**config.mk**
```make
export PLATFORM = sky130hd
export DESIGN_NAME = sbit_align_sequencer
export DESIGN_NICKNAME = d
export VERILOG_FILES = /design/src/rtl/sbit_align_sequencer.sv
export SDC_FILE = /design/constraint.sdc
export NUM_CORES = 1
export LEC_CHECK = 0
export ABC_AREA = 1
export BUFFER_PORTS_ARGS = -buffer_cell sky130_fd_sc_hd__buf_2
export CORE_MARGIN = 2
export CORE_UTILIZATION = 60
export DETAILED_ROUTE_END_ITERATION = 10
export HOLD_SLACK_MARGIN = 0.06
export PLACE_DENSITY = 0.95
export SLEW_MARGIN = 40
export SYNTH_ARGS = -nofsm -noshare
export SYNTH_HDL_FRONTEND = slang
export SYNTH_SLANG_ARGS = --single-unit
```
**constraint.sdc**
```tcl
create_clock -name clock -period 4.15 [get_ports clock]
set_input_delay 0 -clock clock [delete_from_list [all_inputs] [get_ports clock]]
set_output_delay 0 -clock clock [all_outputs]
set_load 0.01 [all_outputs]
```
**src/rtl/sbit_align_sequencer.sv**
```systemverilog
// sbit_align_sequencer: round-robin realignment of VFAT frame aligners via per-VFAT reset pulses
//   clock          40 MHz LHC clock, the only clock
//   reset_n        synchronous active-low reset
//   enable         run enable; low parks the sequencer in IDLE
//   vfat_mask      1 excludes a VFAT from service
//   sof_is_aligned per-VFAT aligned flag from the frame aligners
//   sof_unstable   per-VFAT sticky lost-alignment flag
//   lock_timeout   cycles to wait for lock after each reset pulse (0 treated as 1)
//   clear_failed   pulse clearing align_failed
//   frame_reset    one-hot (or zero) reset to the frame aligners
//   busy           high while pulsing or waiting for lock
//   cur_vfat       scan pointer
//   align_failed   sticky per-VFAT give-up flag
//   relock_count   saturating count of successful relocks
//   all_aligned    every unmasked VFAT aligned and stable
module sbit_align_sequencer #(
    parameter int MXVFATS      = 24,
    parameter int RESET_CYCLES = 16,
    parameter int MAX_RETRIES  = 7
) (
    input  logic               clock,
    input  logic               reset_n,
    input  logic               enable,
    input  logic [MXVFATS-1:0] vfat_mask,
    input  logic [MXVFATS-1:0] sof_is_aligned,
    input  logic [MXVFATS-1:0] sof_unstable,
    input  logic [11:0]        lock_timeout,
    input  logic               clear_failed,
    output logic [MXVFATS-1:0] frame_reset,
    output logic               busy,
    output logic [4:0]         cur_vfat,
    output logic [MXVFATS-1:0] align_failed,
    output logic [15:0]        relock_count,
    output logic               all_aligned
);
    typedef enum logic [1:0] {IDLE, SCAN, RESET, WAIT} state_t;
    state_t state;
    logic [15:0] pulse_cnt;
    logic [11:0] wait_cnt;
    logic [11:0] tmo;
    logic [2:0]  retries;
    logic [MXVFATS-1:0] sel;
    logic [MXVFATS-1:0] fail_set;
    logic [4:0]  next_ptr;
    logic        masked;
    logic        good;
    logic        need_service;
    logic        pulse_done;
    logic        timed_out;
    logic        last_try;
    assign sel          = {{(MXVFATS-1){1'b0}}, 1'b1} << cur_vfat;
    assign masked       = vfat_mask[cur_vfat];
    assign good         = sof_is_aligned[cur_vfat] & ~sof_unstable[cur_vfat];
    assign need_service = ~masked & ~align_failed[cur_vfat] & ~good;
    assign next_ptr     = (cur_vfat == 5'(MXVFATS-1)) ? 5'd0 : cur_vfat + 5'd1;
    assign pulse_done   = pulse_cnt == 16'(RESET_CYCLES-1);
    // wait_cnt counts elapsed WAIT cycles, so the wait lasts exactly tmo cycles
    assign timed_out    = (wait_cnt + 12'd1) == tmo;
    assign last_try     = (retries + 3'd1) == 3'(MAX_RETRIES);
    // success and mask abort both pre-empt a give-up in the same cycle
    assign fail_set     = (enable && state == WAIT && !masked && !good && timed_out && last_try) ? sel : '0;
    always_ff @(posedge clock) begin
        if (!reset_n) begin
            state        <= IDLE;
            frame_reset  <= '0;
            busy         <= 1'b0;
            cur_vfat     <= 5'd0;
            align_failed <= '0;
            relock_count <= 16'd0;
            all_aligned  <= 1'b0;
            retries      <= 3'd0;
            pulse_cnt    <= 16'd0;
            wait_cnt     <= 12'd0;
            tmo          <= 12'd0;
        end else begin
            all_aligned  <= &(sof_is_aligned | vfat_mask) & ~|(sof_unstable & ~vfat_mask);
            // a bit being set in the same cycle as clear_failed survives
            align_failed <= (clear_failed ? '0 : align_failed) | fail_set;
            if (!enable) begin
                state       <= IDLE;
                frame_reset <= '0;
                busy        <= 1'b0;
                retries     <= 3'd0;
            end else begin
                case (state)
                    IDLE: state <= SCAN;
                    SCAN: begin
                        if (need_service) begin
                            state       <= RESET;
                            pulse_cnt   <= 16'd0;
                            frame_reset <= sel;
                            busy        <= 1'b1;
                        end else begin
                            cur_vfat <= next_ptr;
                        end
                    end
                    RESET: begin
                        if (masked) begin
                            state       <= SCAN;
                            frame_reset <= '0;
                            busy        <= 1'b0;
                            retries     <= 3'd0;
                            cur_vfat    <= next_ptr;
                        end else if (pulse_done) begin
                            state       <= WAIT;
                            frame_reset <= '0;
                            wait_cnt    <= 12'd0;
                            tmo         <= (lock_timeout == 12'd0) ? 12'd1 : lock_timeout;
                        end else begin
                            pulse_cnt <= pulse_cnt + 16'd1;
                        end
                    end
                    WAIT: begin
                        if (masked) begin
                            state    <= SCAN;
                            busy     <= 1'b0;
                            retries  <= 3'd0;
                            cur_vfat <= next_ptr;
                        end else if (good) begin
                            state        <= SCAN;
                            busy         <= 1'b0;
                            retries      <= 3'd0;
                            cur_vfat     <= next_ptr;
                            relock_count <= (relock_count == 16'hFFFF) ? relock_count : relock_count + 16'd1;
                        end else if (timed_out) begin
                            if (last_try) begin
                                state    <= SCAN;
                                busy     <= 1'b0;
                                retries  <= 3'd0;
                                cur_vfat <= next_ptr;
                            end else begin
                                state       <= RESET;
                                retries     <= retries + 3'd1;
                                pulse_cnt   <= 16'd0;
                                frame_reset <= sel;
                            end
                        end else begin
                            wait_cnt <= wait_cnt + 12'd1;
                        end
                    end
                    default: state <= IDLE;
                endcase
            end
        end
    end
endmodule

```
==> summary.md, run 1 <==
| Metric | Value |
|---|---|
| GRT Util Overall | 33.1% |
| DIE AREA | roughly 14000 um^2 |
| TritonCTS clock tree | built |
| Resized cells post-CTS | 0 |
| DRT iter0 DRCs | between 1k and 1.5k |
| Proportion of layout cells with a drive suffix above 1 | ~15% |
| Crit path time final | ~3.3 ns |
| DR vias | a little under 9k |
| Max_slew headroom | between 40% and 50% |
| I/O Buffers | approximately 160 |
| Clock slew at reported path FFs | about 0.06 ns |
| Fin Hold WS | approximately 0.15 ns |
| Grt ovf | 0 |
| Hold crit path type | input port to flop |
| Layout area overhead | 20.8% |
| Placed cell areas | between 8000 and 9000 um^2 |
| Status | completed |
| CORE AREA | between 10000 and 15000 um^2 |
| Fin. max-slew vios | 0 |
| Starting Density | 60.8% |
| Root Driver | clkbuf_16 |
| Post-synth cell types | 39 |
| Worst path arrival time | between 3 and 4 ns |
| Part of the Yosys area used for sequential elements | a little over 30% |
| Clk Latency, worst-skew pair | 0.42 ns |
| Antenna violations before repair | 0 |
| Crit start category | flop |
| P per Cell Area | 345 nW/um^2 |
| Peak supply drop | approximately 0.00036 V |
| Crit-path max FO | 36 |
| Core Rows | ~40 |
| Ys Warns | 0 |
| Final Hold Fails | 0 |
| Seq cells post-synth | 116 |
| RSZ-0062 raised after global routing | false |
| Die W | 117 um |
| Largest net degree at the start of global routing | between 50 and 60 |
| CP Data Required Time | around 4.5 ns |
| Clk buf depth | 2 |
| # fillers | between 1k and 1.5k |
| Vias in the first global route | roughly 8.2k |
| First-pass GRT wire length | roughly 36000 um |
| Post-route DRC | 0 |
| CP Capture Type | flop |
| N_diodes | 0 |
| # IOs | 159 |
| Net count after synthesis | around 1.4k |
| First-pass DRT Iterations | 5 |
| Htree depth | 4 |
| Synthesized area | 7610 um^2 |
| DP HPWL | around 16000 um |
| Fmax | between 0.3 and 0.4 GHz |
| ANT nets after route | 0 |
| Critical path class | flop to flop |
| Nets | roughly 1.5k |
| Final instance area | 9190 um^2 |
| Die Y | 117 um |
| Tightest Pin Transition | 0.763 ns |
| Vias per cell | 5.59 |
| Total CTS buffers | 17 |
| CTS sink cnt | ~120 |
| # setup viols final | 0 |
| Final Cycle Share | about 80% |
| Maxcap violations | 0 |
| Total design power | between 3 and 4 mW |
| Cells after synthesis | around 1.3k |
| TNS Setup | 0 ns |
| Syn avg cell area | about 6 um^2 |
| Leakage | roughly 4.2 nW |
| Drt total wl | between 20000 and 25000 um |
| Layout Skew | around 0.0086 ns |
| Wire per inst | between 10 and 15 um |
| GPL Wtd Cong | ~0.96 |
cells in the mapped netlist:
cell / count / share of area, %
o221ai_1: 1 / 0.12
xor2_1: 5 / 0.58
or2_2: 1 / 0.082
nor4_1: 11 / 0.90
o31ai_1: 1 / 0.099
o21ai_1: 8 / 0.53
buf_1: 2 / 0.099
inv_2: 13 / 0.64
nand3_2: 2 / 0.26
and2_1: 1 / 0.082
o21ai_4: 2 / 0.43
buf_2: 25 / 1.6
o22ai_1: 19 / 1.6
a21oi_1: 55 / 3.6
buf_6: 1 / 0.15
nor2_1: 185 / 9.1
nand4_1: 67 / 5.5
nand3_1: 105 / 6.9
ha_1: 12 / 2.0
inv_1: 167 / 8.2
xnor2_1: 4 / 0.46
o21ai_0: 40 / 2.6
nor2_4: 2 / 0.30
nor3_1: 22 / 1.4
buf_4: 3 / 0.30
clkbuf_1: 27 / 1.3
a41oi_1: 1 / 0.12
nor2_2: 1 / 0.082
a211oi_1: 12 / 1.2
nor3b_1: 1 / 0.099
nand3b_1: 10 / 0.99
nand2_2: 1 / 0.082
dfxtp_1: 116 / 31
clkinv_1: 4 / 0.20
o211ai_1: 6 / 0.59
nand2_1: 333 / 16
nand3_4: 1 / 0.23
a221oi_1: 3 / 0.35
o311ai_0: 1 / 0.12
sequential cells by signal (all words and copies together), names as in the netlist:
name / count
cur_vfat: 5
state: 2
pulse_cnt: 16
frame_reset: 24
relock_count: 16
busy: 1
retries: 3
align_failed: 24
tmo: 12
all_aligned: 1
wait_cnt: 12
path summary, 6_finish.rpt:
kind,startpoint,depth (start not counted),to,slack [ns]
worst max-delay path,wait_cnt[0],16,frame_reset[0],0.88
worst min-delay path,reset_n,3,cur_vfat[4],0.15
worst max register to register,wait_cnt[0],16,frame_reset[0],0.88
worst min register to register,busy,2,busy,0.47
worst max-delay path, cell delays in order, from the launching register on:
cell	delay (ns)
dfxtp_1	0.45
ha_1	0.21
nand2_1	0.11
nor2_1	0.17
inv_1	0.06
nand2_1	0.07
nand2_1	0.07
nand2_1	0.06
nand3_1	0.08
nor3_1	0.22
nand3_1	0.22
o21ai_4	0.17
buf_4	0.35
nand3_2	0.54
nand2_1	0.23
inv_1	0.06
nor2_1	0.11
kinds of logic after synthesis:
| logic type | synth area share (%) |
|---|---|
| xor+xnor | 1.04 |
| simple gates | 42.5 |
| fa+ha+maj | 1.97 |
| compound gates | 11.3 |
| flops | 30.5 |
| buf+inv | 12.6 |
stage by stage:
stage / worst slack (ns) / util, % / instances
floorplan: 1.92 / - / 1271
global placement: 1.03 / 67.2 / 1552
detailed placement: 0.942 / 67.2 / 1552
CTS: 0.883 / 73.4 / 1600
global route: 0.506 / 73.4 / 1600
finish: 0.879 / 73.4 / 1600
cell type report:
class	count	area, um^2	area share (%)
clock buffer	19	443	4.82
sequential	116	2320	25.3
multi-input combinational	913	4330	47.1
timing repair buffer	184	1030	11.2
clock inverter	12	156	1.70
inverter	184	693	7.54
tap	172	215	2.34
placed cells by master, fill, tap and decap left out, types with 19 or more instances in the layout:
cell type,synthesis,routed
nand4_1,67,67
buf_2,25,158
nand2_1,333,332
nor2_1,185,185
o21ai_0,40,40
inv_1,167,167
nor3_1,22,22
nand3_1,105,105
o22ai_1,19,19
dfxtp_1,116,116
a21oi_1,55,55
routing by layer:
metal | part of all wire [%] | vias to the layer above | GRT usage, %
met3 | 8.1 | 81 | 8.15
li1 | - | 4409 | -
met1 | 41 | 4004 | 39.5
met5 | 0 | - | 0
met2 | 48 | 443 | 57.0
met4 | 3.2 | 0 | 13.9
report_power, final:
| group | internal [mW] | switching (mW) |
|---|---|---|
| sequential | 1.14 | 0.0244 |
| clock | 0.955 | 0.538 |
| combinational | 0.168 | 0.340 |
| total | 2.26 | 0.903 |
repair_timing:
item	CTS	global route
buffers inserted	0	0
hold endpoints to repair	15	0
hold buffers	17	0
(Power assumes the default switching activity.)
==> run 2, diff against run 1 <==
--- a/config.mk
+++ b/config.mk
@@ -5,13 +5,13 @@
 export SDC_FILE = /design/constraint.sdc
 export NUM_CORES = 1
 export LEC_CHECK = 0
-export ABC_AREA = 1
+export ABC_AREA = 0
 export BUFFER_PORTS_ARGS = -buffer_cell sky130_fd_sc_hd__buf_2
 export CORE_MARGIN = 2
-export CORE_UTILIZATION = 60
+export CORE_UTILIZATION = 54
 export DETAILED_ROUTE_END_ITERATION = 10
 export HOLD_SLACK_MARGIN = 0.06
-export PLACE_DENSITY = 0.95
+export PLACE_DENSITY = 0.91
 export SLEW_MARGIN = 40
 export SYNTH_ARGS = -nofsm -noshare
 export SYNTH_HDL_FRONTEND = slang
==> constraint.sdc (replaced) <==
create_clock -name clock -period 3.1 [get_ports clock]
set_input_delay 0 -clock clock [delete_from_list [all_inputs] [get_ports clock]]
set_output_delay 0 -clock clock [all_outputs]
set_load 0.01 [all_outputs]
==> run 2 against run 1 <==
Core utilization shrank 1.5 points. Clock power up 49%. Area after synthesis decreased by 12%. Via count shrank 17%. Register-to-register slack worse by 0.85 ns. Global-route usage decreased by 1.7 points. Clock skew rose by 0.0026 ns. Final cell count fell by 28%. Critical endpoint is now frame_reset[15]. Wire length decreased by 4.7%. Sequential share of layout area up 1.7 points. Setup slack worse by 0.85 ns.
==> summary.md, run 2 <==
| Metric | Value |
|---|---|
| Die W | about 120 um |
| First-pass GRT wire length | roughly 33000 um |
| DRT iter0 DRCs | 895 |
| Proportion of layout cells with a drive suffix above 1 | between 20 and 30% |
| Cell count of the worst reg-to-reg path | 12 |
| I/O Buffers | 158 |
| TNS Setup | 0 ns |
| RSZ-0062 raised after global routing | true |
| Synthesized area | ~6700 um^2 |
| Synth Area in Compound Gates | ~16% |
| Leakage | approximately 3.5 nW |
| Layout area overhead | 29.6% |
| Most used cell, CP | buf_4 |
| Nets | 1089 |
| ANT nets after route | 0 |
| Ys Warns | 0 |
| Total design power | 4.00 mW |
| First-pass DRT Iterations | 7 |
| Fmax | around 0.33 GHz |
| Peak supply drop | approximately 0.00032 V |
| Vias in the first global route | about 6.9k |
| Final Cycle Share | between 90% and 100% |
| Hold path depth | 3 |
| Post-route DRC | 0 |
| Post-Synth Simple-Gate Area | slightly above 30% |
| Crit-path cells | buf_4 > buf_4 > mux2_2 > o22ai_1 > nor3_1 > nor4_1 > buf_4 > a31o_2 > o2bb2ai_2 > buf_12 > nand4_1 > o21ai_0 |
| Drt total wl | ~21000 um |
| Largest family of logic cells by synthesized area | simple AND/OR/NAND/NOR gates |
| Post-synth top cells | dfxtp_1, nand2_1, o21ai_0, nor2_1, nand3_1 |
| Top-area cell type share of the netlist area | a little over a third |
| Part of the Yosys area used for sequential elements | around a third |
| GRT Util Overall | 31.4% |
| Wire per inst | between 15 and 20 um |
| DR vias | approximately 7.5k |
| Wl on met1 | approximately 7800 um |
| DR top layer | met4 |
| Status | completed |
| Hold crit path type | input port to flop |
| DR WL met3 | approximately 2000 um |
| # fillers | approximately 800 |
| Critical path class | flop to flop |
| # setup viols final | 0 |
| Crit start category | flop |
| CP Capture Type | flop |
| TritonCTS clock tree | built |
| CORE AREA | roughly 12000 um^2 |
| Final Hold Fails | 0 |
| Cells after synthesis | 809 |
| # IOs | between 150 and 200 |
| DIE AREA | between 10000 and 15000 um^2 |
| GPL Wtd Cong | ~0.94 |
| Clock slew at reported path FFs | about 0.06 ns |
| Antenna violations before repair | 0 |
| Mux cell area share after synthesis | 8.43% |
| Total CTS buffers | 17 |
| Met2 wire length | between 10000 and 15000 um |
| Setup bufs post-CTS | 0 |
| XOR/XNOR Fraction of Synth Area | under 10% |
| Crit path max-delay family | buffers and inverters |
| Final core utilization | between 70% and 80% |
| Starting Density | a little under three fifths |
| Post-synth cell types | 66 |
| Number of synthesized flops with an enable pin | 0 |
| Maxcap violations | 0 |
| N_diodes | 0 |
| R2R Setup Slk | 0.03 ns |
| Layout Skew | 0.0112 ns |
| Area leader, netlist | dfxtp_1 |
| Adder-Cell Fraction of Synth Area | ~2.3% |
| Worst Path Buf+Inv | 4 |
| Async S/R FF share, synth | 0% |
| Largest net degree at the start of global routing | 49 |
| Most frequent cells in the layout | buf_2, dfxtp_1, nand2_1 |
| Hold_sp | clear_failed |
| Crit-path max FO | 48 |
| Most frequent cell after synthesis | dfxtp_1 |
| Vias per cell | 6.49 |
| Htree depth | 4 |
| Tightest Pin Transition | 0.695 ns |
| Most common cell after layout, fill and taps aside | buf_2 |
| Clk Latency, worst-skew pair | ~0.42 ns |
| P per Cell Area | 463 nW/um^2 |
| CP Data Required Time | around 3.4 ns |
| Largest regs | align_failed: 24 flops, frame_reset: 24 flops |
| Main area contributors after synthesis | dfxtp_1, o21ai_0, nand2_1, nor2_1, mux4_2 |
| Grt ovf | 0 |
| Root Driver | clkbuf_16 |
| Seq cells post-synth | ~120 |
| Die Y | 115 um |
| Syn avg cell area | a little over 8 um^2 |
| Core Rows | 40 |
| Max_slew headroom | 53.3% |
| Worst path arrival time | between 3 and 4 ns |
| Reg2reg end | frame_reset[15] |
| Worst R2R Start | cur_vfat[2] |
| Max incr delay on CP | 0.53 ns |
| CP max stage cell | dfxtp_1 |
| WHS Endpoint | align_failed[15] |
| CTS sink cnt | approximately 120 |
| DP HPWL | approximately 14000 um |
| Prevailing post-synth register cell | dfxtp_1 |
| Fin. max-slew vios | 0 |
| Net count after synthesis | 909 |
| Crit path time final | approximately 3.1 ns |
| Clk buf depth | 2 |
## run 2: cell count changes after synthesis, moves of 18 or more
cell | before | now
nand3b_1 | 10 | 28
nand4_1 | 67 | 21
nor2_1 | 185 | 62
buf_2 | 25 | 7
o21ai_0 | 40 | 67
a21oi_1 | 55 | 30
nand3_1 | 105 | 37
nor2b_1 | 0 | 30
mux2i_1 | 0 | 19
inv_1 | 167 | 8
nand2_1 | 333 | 83
## run 2: what timing repair did
item                                   CTS  global route
endpoints found under the hold margin   24             0
pin swaps                                0             1
setup endpoints to repair                5            52
gates resized for setup                  2            18
hold buffers                            17             0
## run 2: worst max path at each step
stage | start | endpoint | slack [ns] | cells past startpoint
2_1_floorplan | cur_vfat[0] | pulse_cnt[14] | 0.09 | 9
3_3_place_gp | cur_vfat[0] | pulse_cnt[6] | 0.06 | 9
3_5_place_dp | cur_vfat[0] | pulse_cnt[6] | 0.006 | 9
4_1_cts | cur_vfat[0] | cur_vfat[3] | 0.03 | 9
5_1_grt | cur_vfat[2] | pulse_cnt[11] | -0.12 | 12
6_report | cur_vfat[2] | frame_reset[15] | 0.03 | 12
## run 2: layer usage
metal / track usage, % / vias up
li1: - / 3339
met1: 37.7 / 3451
met2: 54.2 / 550
met3: 6.06 / 116
met4: 14.9 / 0
met5: 0 / -
## run 2: kinds of logic (layout without fill, tap and decap cells)
family	after synthesis	count (layout)
flip-flops	116	116
AO/OA/AOI/OAI	171	171
AND/OR/NAND/NOR	386	386
buffers and inverters	60	252
multiplexers	38	38
adder cells (fa/ha/maj)	12	12
XOR/XNOR	26	26
## run 2: power breakdown
part	internal (mW)	leakage, nW	total, mW	switching, mW
clock	1.49	0.315	2.22	0.727
sequential	1.49	0.936	1.50	0.00603
combinational	0.131	2.28	0.279	0.148
total	3.11	3.53	4.00	0.881
## run 2: layout make-up
| type | count | area (um^2) | area share [%] |
|---|---|---|---|
| Timing Repair Buffer | 211 | 1260 | 14.5 |
| Clock buffer | 20 | 467 | 5.40 |
| Clock inverter | 11 | 199 | 2.30 |
| Tap cell | 147 | 184 | 2.13 |
| Inverter | 10 | 37.5 | 0.435 |
| Sequential cell | 116 | 2330 | 27.0 |
| Multi-Input combinational cell | 633 | 4170 | 48.2 |
## run 2: worst register-to-register path: cells and delay by family (launching register included)
kind                   cells  cell delay [ns]
buffers and inverters      4             0.88
and+or+nand+nor            3             0.64
AOI/OAI and AO/OA          4             0.60
DFF                        1             0.53
muxes                      1             0.36
## run 2: through the flow
| step | setup slack (ns) | instances | hold WS (ns) | cell area (um^2) |
|---|---|---|---|---|
| floorplan | 0.0901 | 809 | 0.144 | 6670 |
| detailed placement | 0.00552 | 1100 | 0.258 | 7720 |
| CTS | 0.0291 | 1148 | 0.0686 | 8560 |
| global route | -0.122 | 1148 | 0.0964 | 8640 |
| finish | 0.0299 | 1148 | 0.0798 | 8640 |
| global placement | 0.0570 | 1100 | 0.245 | 7710 |
==> run 3, diff against run 2 <==
==> constraint.sdc (replaced) <==
create_clock -name clock -period 3.1 [get_ports clock]
set_input_delay 0 -clock clock [delete_from_list [all_inputs] [get_ports clock]]
set_output_delay 0 -clock clock [all_outputs]
set_load 0.1 [all_outputs]
==> run 3 against run 2 <==
Final cell count decreased by 1.0%. Clock power decreased by 6%. Core utilization decreased by 1.3 points. Sequential power about the same. Critical endpoint is now align_failed[21]. Via count decreased by 2.8%. Critical path type unchanged. Clock-buffer cell count increased by 1. Final area decreased by 1.8%. First-iteration DRC count decreased by 0.89%. Register-to-register slack improved by 0.06 ns.
==> summary.md, run 3 (synthesized netlist as in run 2, its figures left out) <==
| Metric | Value |
|---|---|
| Crit path max-delay family | simple AND/OR/NAND/NOR gates |
| CP Data Required Time | 3.42 ns |
| Worst path arrival time | ~3.3 ns |
| Crit path time final | between 3 and 4 ns |
| Hold crit path type | input port to flop |
| Total design power | around 3.9 mW |
| Sequential cell fraction of total power | approximately two fifths |
| TNS Setup | 0 ns |
| Post-route DRC | 0 |
| GRT Util Overall | a little under a third |
| Crit path depth | 9 |
| DP HPWL | ~14000 um |
| WHS Endpoint | align_failed[14] |
| Largest regs | align_failed: 24 flops, frame_reset: 24 flops |
| I/O Buffers | between 150 and 200 |
| Largest net degree at the start of global routing | around 50 |
| Cell count of the worst reg-to-reg path | 9 |
| Psw | 0.892 mW |
| CP max stage cell | mux4_1 |
| Clk buf depth | 2 |
| Worst R2R Start | cur_vfat[0] |
| Total CTS buffers | 17 |
| # fillers | 836 |
| Fmax | 0.332 GHz |
| Proportion of layout cells with a drive suffix above 1 | about a quarter |
| Crit-path max FO | 13 |
| Layout area overhead | 27.2% |
| Peak supply drop | between 0.0002 and 0.0003 V |
| Starting Density | 55.5% |
| # IOs | between 150 and 200 |
| Multi-input gate area | between 4000 and 5000 um^2 |
| Most frequent cells in the layout | buf_2, dfxtp_1, nand2_1 |
| Core Rows | 40 |
| Wire per inst | 18.2 um |
| # setup viols final | 0 |
| Clock share of power | about 54% |
| Most used cell, CP | nor3_1 |
| Die W | 115 um |
| Crit-path cells | mux4_1 > mux2i_1 > nor2_1 > nor3_1 > buf_4 > o211ai_1 > nor3_1 > nand2_1 > o21ai_0 |
| Critical path class | flop to flop |
| Antenna violations before repair | 1 |
| Switching share of power | 23.1% |
| Gate power share | ~7.2% |
| Final Cycle Share | a little over nine tenths |
| Hold_sp | clear_failed |
| R2R Setup Slk | roughly 0.087 ns |
| Fin worst setup slack | just under 0.09 ns |
| Final Hold Fails | 0 |
| DR vias | a little over 7k |
| DRT iter0 DRCs | a little under 900 |
| Hold path depth | 3 |
| TritonCTS clock tree | built |
| Tightest Pin Transition | between 0.6 and 0.7 ns |
| Layout Skew | 0.0121 ns |
| Nets | roughly 1.1k |
| Root Driver | clkbuf_16 |
| Grt ovf | 0 |
| Die Y | around 120 um |
| ANT nets after route | 0 |
| Dpl ws | 0.0200 ns |
| Htree depth | 4 |
| Max_slew headroom | 55.3% |
| CP Capture Type | flop |
| CORE AREA | 12000 um^2 |
| P per Cell Area | 456 nW/um^2 |
| Vias per cell | roughly 6.4 |
| GPL Wtd Cong | 0.962 |
| Max incr delay on CP | ~0.58 ns |
| Final instance area | 8480 um^2 |
| DIE AREA | 13300 um^2 |
| Reg2reg end | align_failed[21] |
| Drt total wl | between 20000 and 25000 um |
| Pint | between 2 and 3 mW |
| Status | completed |
| Worst Path Buf+Inv | 1 |
| Clk Latency, worst-skew pair | 0.42 ns |
| Flip-flop and latch area | ~2300 um^2 |
| CTS sink cnt | roughly 120 |
| Placed cell areas | between 7000 and 8000 um^2 |
| Maxcap violations | 0 |
| Vias in the first global route | ~6.9k |
| First-pass DRT Iterations | 6 |
| Most common cell after layout, fill and taps aside | buf_2 |
| Fin. max-slew vios | 0 |
| Crit start category | flop |
| First-pass GRT wire length | 33000 um |
| Clock slew at reported path FFs | 0.06 ns |
| Leakage | roughly 3.5 nW |
[run 3: what timing repair did]
action / CTS / global route
hold endpoints to repair: 21 / 0
pin swaps: 0 / 3
setup buffers: 0 / 1
endpoints found under the setup margin: 3 / 46
resized for setup: 1 / 11
hold buffers: 17 / 0
[run 3: worst max-delay path by stage]
stage,from,endpoint,slack [ns]
after floorplan,cur_vfat[1],cur_vfat[3],0.01
after global placement,cur_vfat[0],pulse_cnt[6],0.07
after detailed placement,cur_vfat[0],pulse_cnt[6],0.02
after CTS,wait_cnt[1],align_failed[21],0.01
after global routing,cur_vfat[0],align_failed[21],-0.04
final,cur_vfat[0],align_failed[21],0.09
[run 3: worst reg2reg max path, stage by stage (launching register included)]
cell and delay [ns]:
dfxtp_4 0.43, mux4_1 0.58, mux2i_1 0.15, nor2_1 0.08, nor3_1 0.21, buf_4 0.21, o211ai_1 0.21, nor3_1 0.45
nand2_1 0.29, o21ai_0 0.30
[run 3: layout make-up]
class	count	area share [%]
Tap cell	147	2.17
Clock inverter	10	1.70
Multi-Input combinational cell	633	48.8
Clock buffer	21	5.69
Antenna cell	1	0.0295
Sequential cell	116	27.6
Inverter	10	0.443
Timing Repair Buffer	198	13.5
[run 3: routing by layer]
metal / vias to the layer above / routed length, um / global-route usage (%)
met2: 456 / 10200 / 52.9
met5: - / 0 / 0
li1: 3315 / - / -
met3: 114 / 1810 / 5.69
met4: 0 / 957 / 15.4
met1: 3365 / 7650 / 37.4
[run 3: metrics by stage]
step	hold slack [ns]	instances	util (%)
floorplan	0.144	809	-
global placement	0.246	1086	63.5
detailed placement	0.258	1086	63.5
CTS	0.0605	1134	70.2
global route	0.0989	1136	70.6
finish	0.0744	1136	70.6
[run 3: power by group through the flow]
stage | registers [mW] | clock network, mW | logic (mW)
floorplan | 1.54 | 0 | 0.136
global placement | 1.53 | 0 | 0.244
detailed placement | 1.53 | 0 | 0.250
CTS | 1.50 | 2.09 | 0.268
global route | 1.50 | 2.16 | 0.299
finish | 1.50 | 2.09 | 0.280
